**config.mk**
```make
export PLATFORM = sky130hd
export DESIGN_NAME = pipe_ctrl
export DESIGN_NICKNAME = d
export VERILOG_FILES = /design/src/rtl/pipe_ctrl.sv
export SDC_FILE = /design/constraint.sdc
export NUM_CORES = 1
export LEC_CHECK = 0
export ABC_AREA = 1
export CORE_MARGIN = 5
export CORE_UTILIZATION = 30
export CTS_CLUSTER_SIZE = 12
export DETAILED_ROUTE_END_ITERATION = 8
export SKIP_LAST_GASP = 1
export SLEW_MARGIN = 10
export SYNTH_ARGS = -nofsm -noshare
export SYNTH_HDL_FRONTEND = slang
export SYNTH_SLANG_ARGS = --single-unit
```
**constraint.sdc**
```tcl
create_clock -name clk -period 1.8 [get_ports clk]
set_clock_uncertainty 0.15 [all_clocks]
set_input_delay 0.36 -clock clk [delete_from_list [all_inputs] [get_ports clk]]
set_output_delay 0.36 -clock clk [all_outputs]
set_load 0.02 [all_outputs]
```
**src/rtl/pipe_ctrl.sv**
```systemverilog
// pipe_ctrl: pipeline hazard/stall/flush controller.
// Drives per-stage holds for ID operand hazards and multi-cycle EX operations,
// and issues a registered one-cycle flush with redirect PC on exceptions.
// Optional stalled-cycle counter enabled by defining PIPE_CTRL_STALL_CNT_EN.
module pipe_ctrl (
  input  logic        clk,
  input  logic        rst,
  input  logic        stallreq_id_i,
  input  logic        ex_start_i,
  input  logic [5:0]  ex_cycles_i,
  input  logic        excp_i,
  input  logic [31:0] excp_pc_i,
  output logic [5:0]  stall_o,
  output logic        flush_o,
  output logic [31:0] new_pc_o,
  output logic        busy_o,
  output logic [31:0] stall_cnt_o
);

  typedef enum logic {RUN, MULTI} state_t;

  // Hold patterns: ID hazard freezes pc/if/id; EX busy also freezes ex.
  localparam logic [5:0] STALL_ID = 6'b000111;
  localparam logic [5:0] STALL_EX = 6'b001111;

  state_t      state_q, state_d;
  logic [5:0]  cnt_q, cnt_d;
  logic        flush_q;
  logic [31:0] new_pc_q;

  // State and down-counter register.
  // NOTE: sequential state uses non-blocking (<=) so all flops update together at the edge.
  always_ff @(posedge clk or negedge rst) begin
    if (!rst) begin
      state_q <= RUN;
      cnt_q   <= 6'd0;
    end else begin
      state_q <= state_d;
      cnt_q   <= cnt_d;
    end
  end

  // Next-state and stall decode; exception wins, flush cycle ignores requests.
  always_comb begin
    // NOTE: every output of this block gets a default first so no latch is inferred.
    state_d = state_q;
    cnt_d   = cnt_q;
    stall_o = 6'b000000;
    if (!rst) begin
      stall_o = 6'b000000;
    end else if (excp_i) begin
      state_d = RUN;
      cnt_d   = 6'd0;
    end else if (!flush_q) begin
      if (stallreq_id_i)
        stall_o = stall_o | STALL_ID;
      case (state_q)
        RUN: begin
          if (ex_start_i && ex_cycles_i >= 6'd2) begin
            stall_o = stall_o | STALL_EX;
            if (ex_cycles_i >= 6'd3) begin
              state_d = MULTI;
              cnt_d   = ex_cycles_i - 6'd3;
            end
          end
        end
        MULTI: begin
          stall_o = stall_o | STALL_EX;
          if (cnt_q == 6'd0)
            state_d = RUN;
          else
            cnt_d = cnt_q - 6'd1;
        end
        default: state_d = RUN;
      endcase
    end
  end

  // Registered flush pulse and redirect address; address holds between flushes.
  always_ff @(posedge clk or negedge rst) begin
    if (!rst) begin
      flush_q  <= 1'b0;
      new_pc_q <= 32'h0;
    end else begin
      flush_q <= excp_i;
      if (excp_i)
        new_pc_q <= excp_pc_i;
    end
  end

  assign flush_o  = flush_q;
  assign new_pc_o = new_pc_q;
  assign busy_o   = (state_q == MULTI);

`ifdef PIPE_CTRL_STALL_CNT_EN
  logic [31:0] stall_cnt_q;

  // Saturating count of cycles with any stage held.
  always_ff @(posedge clk or negedge rst) begin
    if (!rst)
      stall_cnt_q <= 32'h0;
    else if (stall_o != 6'b000000 && stall_cnt_q != 32'hFFFF_FFFF)
      stall_cnt_q <= stall_cnt_q + 32'd1;
  end

  assign stall_cnt_o = stall_cnt_q;
`else
  assign stall_cnt_o = 32'h0;
`endif

endmodule

```
==> results.md, run 1 <==
- Area growth, synth to finish: 53.31%
- Largest net degree at the start of global routing: 41
- Async S/R FF share, synth: 1.000
- Post-layout util: 0.4803
- Die Width: 94.70 µm
- Critical path peak fanout: 2
- RSZ-0062 raised after global routing: yes
- DRT Pass-1 Iters: 4
- Worst hold-check path type: primary input to asynchronous set/reset pin
- CP Launch Type: flip-flop
- GP Congestion: 0.8023
- Clk pwr share: 0.288
- Outcome: finished clean
- Worst rel slew slack: 0.6600
- Nets@finish: 427
- Number of remaining DRC errors: 0
- Min Tclk post-route: 1.764 ns
- Main combinational cell family by area after synthesis: simple AND/OR/NAND/NOR gates
- Switching Share: 0.3209
- Synth area leader: dfrtp_1
- Initial DRC Count: 94
- First-pass GRT wire length: 8680 µm
- CTS Hold Buffers Added: 0
- Fin. max-slew vios: 0
- Main synth FF type: dfrtp_1
- Grt total ovfl: 0
- Worst stage delay on the critical path: 0.39 ns
- Synth Area in Simple Gates: 0.3145
- Mapped Cells: 277
- CP Cell Sequence: buf_4, buf_4, dlygate4sd2_1
- Max-cap violations: 0
- Synth unique cells: 24
- Flop pwr share: 0.413
- Root buffer cell: clkbuf_8
- # port buffers: 80
- Hpwl dp: 4071 µm
- Final count of hold timing violations: 0
- Num CTS Buffers: 5
- DRT antenna net count: 0
- Drt wl/cell: 11.63 µm
- Post-synthesis compound-gate area fraction: 0.02326
- Die area: 8967 µm²
- Critical Path End Type: primary output
- Share of cells above drive strength 1: 0.1549
- Number of flops mapped to enable cells by yosys: 0
- Post-Synth Adder-Cell Area: 0.02326
- Worst path arrival time: 1.25 ns
- Routed vias/inst: 4.052
- Fmax: 566.8 MHz
- Max VDD drop: 0.4856 mV
- Yosys top cell area share: 0.4651
- XOR/XNOR share of the synthesized area: 0.008140
- Comb power frac: 0.298
- Switching pwr: 815.7 µW
- Internal power: 1726 µW
- Crit-path most repeated cell: buf_4
- Final Setup Violations: 0
- Mapped cell area: 2152 µm²
- Lkg Pwr: 0.001973 µW
- Syn. warnings: 0
- Via Count: 1937
- Reg clk slew, reported paths: 0.08 ns
- Max Buffers Root-to-Sink: 2
- Clock tree sinks: 40
- Routed WL: 5557 µm
- Num ports: 115
- Critical path class: flip-flop to primary output
- Commonest non-fill, non-tap cell in the layout: nand2_1
- Sequential fraction of the synthesis area: 0.4651
- Critical Path Slowest Stage Cell: dfrtp_1
- Number of global-route vias before repair: 1968
- Largest cells by area after synthesis: dfrtp_1, nand2_1, buf_4
- TritonCTS clock tree: yes
- Post-route insts no fill: 478
- Period utilization: 0.9802
- Initial antenna violation count: 1
- Most frequent cells in the layout: nand2_1, dfrtp_1, clkdlybuf4s50_1
- Placeable Area: 6869 µm²
- Cell area power density: 770.5 nW/µm²
- Mux cell area share after synthesis: 0
- Avg Inst Size Synth: 7.769 µm²
- Data required time of the worst path: 1.29 ns
- Worst-Skew Late Latency: 0.28 ns
- Overall Global Routing Usage: 0.1228
- Htree depth: 2
- FP Rows: 30
- FF+latch count, synth: 40
- Starting Density: 0.3133
- Placed Cells: 463
- Die height: 94.70 µm
- Slew @ Worst Pin: 0.5101 ns
## routing by layer
metal	share of wire	track usage	wire length [µm]	vias up
li1	-	-	-	990
met1	0.41	0.1413	2273	852
met2	0.44	0.1914	2449	87
met3	0.14	0.07331	754	8
met4	0.014	0.03726	79	0
met5	0	0	0	-
## power by group through the flow
stage	Clock, µW	Combinational [µW]	Sequential (µW)
after CTS	760	760	1050
after global placement	0	760	1070
after detailed placement	0	767	1070
final	733	758	1050
after global routing	805	846	1070
after floorplan	0	380	1150
## logic make-up after synthesis
| kind of cell | Yosys count |
|---|---|
| flip-flops | 40 |
| AND/OR/NAND/NOR | 166 |
| adder cells (fa/ha/maj) | 4 |
| buffers and inverters | 56 |
| other | 1 |
| XOR/XNOR | 2 |
| AO/OA/AOI/OAI | 8 |
## sequential cells by signal, summed over array words and instances, names as in the netlist
| name | count |
|---|---|
| flush_o | 1 |
| busy_o | 1 |
| new_pc_o | 32 |
| cnt_q | 6 |
## area by class of cell
class	instances	area, µm²
flip-flops and latches	40	1001
repair buffers	105	1037
clock inverters	3	42.54
multi-input cells	215	978.4
diodes	1	2.502
fillers	692	3570
well taps	96	120.1
clock buffers	5	68.82
inverters	13	48.80
## what timing repair did
action,4_1_cts,5_1_grt
setup buffers,4,1
endpoints found under the hold margin,0,0
cloned,0,1
endpoints found under the setup margin,16,36
resized for setup,46,39
pin swaps,9,10
## Yosys cell counts (3+ instances only)
library cell and number:
inv_2 4, buf_2 3, nand2_1 131, clkbuf_1 3, ha_1 4, dfrtp_1 40, buf_4 37, nor2_1 12
nand3b_1 3, nand3_1 13, o21ai_0 4, inv_1 9, nand4_1 3
## metrics by stage
stage	cell area (µm²)	TNS [ns]	hold WS [ns]	total power [µW]	worst slack, ns
floorplan	2276	0	-0.08559	1532	0.0004988
global placement	3038	-11.09	0.3034	1828	-0.7689
detailed placement	3038	-11.33	0.3075	1837	-0.8144
CTS	3167	0	0.03220	2574	0.004125
global route	3297	-0.1663	0.05580	2716	-0.03145
finish	3299	0	0.001679	2542	0.03564
## final timing paths
path,start,to,slack (ns),cells after the start
worst max-delay path,flush_o$_DFF_PN0_,flush_o,0.04,3
worst min register to register,new_pc_o[12]$_DFFE_PN0P_,new_pc_o[12]$_DFFE_PN0P_,0.32,2
worst max register to register,cnt_q[0]$_DFFE_PN0P_,cnt_q[5]$_DFFE_PN0P_,0.33,9
max in group asynchronous,rst,cnt_q[5]$_DFFE_PN0P_,1.14,2
worst min-delay path,rst,new_pc_o[26]$_DFFE_PN0P_,0.002,2
min in group clk,new_pc_o[12]$_DFFE_PN0P_,new_pc_o[12]$_DFFE_PN0P_,0.32,2
## worst max-delay path, delay by kind of cell, from the launching register on
kind / cells / cell delay, ns
buffers and inverters: 3 / 0.57
DFF: 1 / 0.39
Note: power is estimated with default switching activity, not from simulation.
==> run 2, diff against run 1 <==
Settings changed: DONT_BUFFER_PORTS set to 1.
==> results.md, run 2 (synthesis results as in run 1) <==
- Internal power: 1536 µW
- Number of global-route vias before repair: 1590
- Flop pwr share: 0.504
- Worst-Skew Late Latency: 0.28 ns
- Fmax: 572.5 MHz
- Largest net degree at the start of global routing: 41
- Initial DRC Count: 43
- Commonest non-fill, non-tap cell in the layout: nand2_1
- Die height: 94.70 µm
- Post-route insts no fill: 380
- Lkg Pwr: 0.001260 µW
- Setup slack after layout: 0.05341 ns
- Max Buffers Root-to-Sink: 2
- Fill cell count: 738
- Num ports: 115
- First-pass GRT wire length: 7672 µm
- Num CTS Buffers: 5
- Min Tclk post-route: 1.747 ns
- Outcome: finished clean
- Die area: 8967 µm²
- FP Rows: 30
- Max VDD drop: 0.4105 mV
- Grt total ovfl: 0
- Routed vias/inst: 4.189
- Die Width: 94.70 µm
- DRT Pass-1 Iters: 4
- Max-cap violations: 0
- Critical Path End Type: primary output
- Drt wl/cell: 12.62 µm
- Placeable Area: 6869 µm²
- Root buffer cell: clkbuf_8
- Hpwl dp: 3641 µm
- Number of remaining DRC errors: 0
- Final count of hold timing violations: 0
- Worst path arrival time: 1.24 ns
- RSZ-0062 raised after global routing: yes
- Placed inst area: 2150 µm²
- Finished layout cell area: 2317 µm²
- Worst slack, placed: 0.08128 ns
- Routed WL: 4797 µm
- Critical path peak fanout: 3
- Critical path class: flip-flop to primary output
- Period utilization: 0.9703
- Final Setup Violations: 0
- Max reg flops: 32
- CP Launch Type: flip-flop
- Area growth, synth to finish: 7.674%
- Nets@finish: 330
- DRT antenna net count: 0
- # port buffers: 0
- Most frequent cells in the layout: nand2_1, dfrtp_1, conb_1
- Share of cells above drive strength 1: 0.09155
- Htree depth: 2
- Clk pwr share: 0.317
- Worst hold-check path type: primary input to flip-flop
- Via Count: 1592
- Switching Share: 0.3280
- TritonCTS clock tree: yes
- Clock tree sinks: 40
- Cell area power density: 986.7 nW/µm²
- Hold Worst Slack: 0.03148 ns
- Comb power frac: 0.179
- GP Congestion: 0.7318
- Starting Density: 0.3133
- ANT cells: 0
- Initial antenna violation count: 0
- Overall Global Routing Usage: 0.1094
- Placed Cells: 369
- Reg clk slew, reported paths: 0.08 ns
- Fin. max-slew vios: 0
- Data required time of the worst path: 1.29 ns
- Switching pwr: 750.1 µW
run 2: changes by cell type in the layout (fill, tap and decap cells not counted), sizes merged, moves of 2 or more:
cell           change
clkdlybuf4s50     -35
dlymetal6s2s      -27
buf               -25
dlygate4sd2        -9
clkdlybuf4s15      -2
dlygate4sd3        +2
run 2: power by group through the flow:
stage	Combinational, µW	Sequential (µW)	Clock (µW)
6_report	409	1150	724
5_1_grt	483	1170	807
4_1_cts	413	1160	765
3_5_place_dp	385	1170	0
3_3_place_gp	375	1170	0
2_1_floorplan	380	1150	0
run 2: final timing paths:
path / from / end / slack [ns] / cells after the start
min in group asynchronous: rst / new_pc_o[1]$_DFFE_PN0P_ / 0.37 / 2
min reg2reg: cnt_q[0]$_DFFE_PN0P_ / cnt_q[0]$_DFFE_PN0P_ / 0.35 / 2
min: excp_i / new_pc_o[13]$_DFFE_PN0P_ / 0.03 / 2
max reg2reg: cnt_q[0]$_DFFE_PN0P_ / cnt_q[5]$_DFFE_PN0P_ / 0.31 / 9
max: flush_o$_DFF_PN0_ / stall_o[2] / 0.05 / 4
max in group asynchronous: rst / new_pc_o[18]$_DFFE_PN0P_ / 0.94 / 2
run 2: critical path, stage by stage (launching register included):
cell	delay, ns
dfrtp_1	0.41
nor3_4	0.23
nand2_1	0.09
nand2_2	0.09
buf_12	0.14
run 2: stage by stage:
step,util,power [µW],TNS [ns]
5_1_grt,0.3373,2460,-0.1970
6_report,0.3373,2286,0
3_3_place_gp,0.3129,1543,0
2_1_floorplan,-,1532,0
4_1_cts,0.3357,2333,0
3_5_place_dp,0.3129,1556,0
run 2: metal layers:
layer	wire, µm	GRT usage	up-vias	part of all wire
li1	-	-	796	-
met1	1991	0.1352	707	0.42
met2	2100	0.1674	83	0.44
met3	652	0.05498	6	0.14
met4	52	0.03245	0	0.011
met5	0	0	-	0
run 2: area by class of cell:
| class | count | area, µm² | share of cell area |
|---|---|---|---|
| clock inverter | 3 | 42.54 | 0.01836 |
| sequential | 40 | 1001 | 0.4320 |
| timing repair buffer | 9 | 97.59 | 0.04212 |
| multi-input combinational | 214 | 938.4 | 0.4050 |
| inverter | 13 | 48.80 | 0.02106 |
| clock buffer | 5 | 68.82 | 0.02970 |
| tap | 96 | 120.1 | 0.05184 |
run 2: what timing repair did:
action	CTS	global route
pin swaps	0	2
endpoints found under the setup margin	3	3
gates resized for setup	1	3
hold buffers	3	0
gates cloned	0	0
buffers inserted	0	0
hold endpoints to repair	41	0
==> run 3, diff against run 2 <==
Settings changed: CORE_UTILIZATION 30 to 55, PLACE_DENSITY set to 0.7.
==> results.md, run 3 (synthesis results as in run 1) <==
- FF-to-FF Start: cnt_q[0]$_DFFE_PN0P_
- Worst-Skew Late Latency: 0.28 ns
- Cell area power density: 1026 nW/µm²
- Num CTS Buffers: 5
- Setup slack after layout: 0.01169 ns
- Number of global-route vias before repair: 1426
- ANT cells: 0
- Fmax: 559.2 MHz
- Routed vias/inst: 4.777
- Die Width: 72.55 µm
- Most frequent cells in the layout: nand2_1, dfrtp_1, conb_1
- Internal power: 1615 µW
- Starting Density: 0.5791
- Die height: 72.55 µm
- Final count of hold timing violations: 0
- Final setup TNS: 0 ns
- Die area: 5264 µm²
- # port buffers: 0
- Min Tclk post-route: 1.788 ns
- Worst path arrival time: 1.28 ns
- Initial DRC Count: 97
- Switching Share: 0.3074
- Hold Worst Slack: 0.04498 ns
- FF-to-FF path depth: 9
- Overall Global Routing Usage: 0.1637
- Clk pwr share: 0.331
- Post-route insts no fill: 332
- Reg2reg setup slack: 0.29 ns
- CP Launch Type: flip-flop
- Placeable Area: 3716 µm²
- Max reg flops: 32
- Share of cells above drive strength 1: 0.09155
- Switching pwr: 716.8 µW
- Critical path class: flip-flop to primary output
- Max VDD drop: 0.6359 mV
- Routed WL: 4425 µm
- Max Buffers Root-to-Sink: 2
- Data required time of the worst path: 1.29 ns
- DRT antenna net count: 0
- Area growth, synth to finish: 5.581%
- DRT Pass-1 Iters: 4
- Outcome: finished clean
- Largest net degree at the start of global routing: 41
- Via Count: 1586
- Critical R2R Capture: cnt_q[5]$_DFFE_PN0P_
- Max-cap violations: 0
- Drt wl/cell: 13.33 µm
- Comb power frac: 0.175
- Placed Cells: 321
- RSZ-0062 raised after global routing: yes
- Num ports: 115
- Hold path depth: 2
- Clock tree sinks: 40
- First-pass GRT wire length: 6789 µm
- Number of remaining DRC errors: 0
- Worst slack, placed: 0.05364 ns
- TritonCTS clock tree: yes
- Htree depth: 2
- Grt total ovfl: 0
- Fin. max-slew vios: 0
- Root buffer cell: clkbuf_8
- Nets@finish: 330
- Critical Path End Type: primary output
- Worst hold-check path type: primary input to flip-flop
- Period utilization: 0.9935
- Initial antenna violation count: 0
- Reg clk slew, reported paths: 0.07 ns
- WHS Endpoint: new_pc_o[20]$_DFFE_PN0P_
- Hpwl dp: 3332 µm
- Hold Startpoint: excp_pc_i[20]
- Commonest non-fill, non-tap cell in the layout: nand2_1
- Flop pwr share: 0.494
- Critical path peak fanout: 3
- Final Setup Violations: 0
- FP Rows: 22
- Lkg Pwr: 0.001270 µW
- GP Congestion: 0.7996
run 3: how the worst max path moves through the flow:
stage,cells past startpoint,from,endpoint
final,4,flush_o$_DFF_PN0_,stall_o[0]
after global routing,4,flush_o$_DFF_PN0_,stall_o[0]
after CTS,4,flush_o$_DFF_PN0_,stall_o[0]
after detailed placement,9,ex_cycles_i[0],stall_o[0]
after global placement,9,ex_cycles_i[0],stall_o[0]
after floorplan,9,ex_cycles_i[0],stall_o[1]
run 3: repair_timing:
action / CTS / global route
hold endpoints to repair: 41 / 0
gates resized for setup: 1 / 3
endpoints found under the setup margin: 3 / 3
gates cloned: 0 / 0
pin swaps: 0 / 3
hold buffers: 3 / 0
buffers inserted: 0 / 0
run 3: metal layers:
| metal | global-route usage | vias up | share of wire |
|---|---|---|---|
| li1 | - | 791 | - |
| met1 | 0.2014 | 723 | 0.38 |
| met2 | 0.2665 | 70 | 0.50 |
| met3 | 0.07064 | 2 | 0.12 |
| met4 | 0.03689 | 0 | 0.0038 |
| met5 | 0 | - | 0 |
run 3: worst max-delay path: stages (launching register included):
cell and delay [ns]:
dfrtp_1 0.42, nor3_4 0.25, nand2_2 0.09, nand2_2 0.10, buf_12 0.15
run 3: metrics by stage:
step           utilization  instance area (µm²)  total power, µW
3_5_place_dp        0.5623                 2090             1550
3_3_place_gp        0.5623                 2090             1536
5_1_grt             0.6114                 2272             2470
4_1_cts             0.6084                 2261             2355
6_report            0.6114                 2272             2332
2_1_floorplan            -                 2276             1532
run 3: power groups by stage:
stage / clock [µW] / sequential, µW / combinational (µW)
after floorplan: 0 / 1150 / 380
after global placement: 0 / 1170 / 368
after detailed placement: 0 / 1170 / 381
after CTS: 794 / 1150 / 407
after global routing: 833 / 1170 / 472
final: 773 / 1150 / 408
run 3: layout make-up:
type,instances,area (µm²)
repair buffers,9,97.59
flip-flops and latches,40,1001
multi-input cells,214,938.4
inverters,13,48.80
well taps,48,60.06
clock inverters,1,30.03
fillers,344,1444
clock buffers,7,96.34
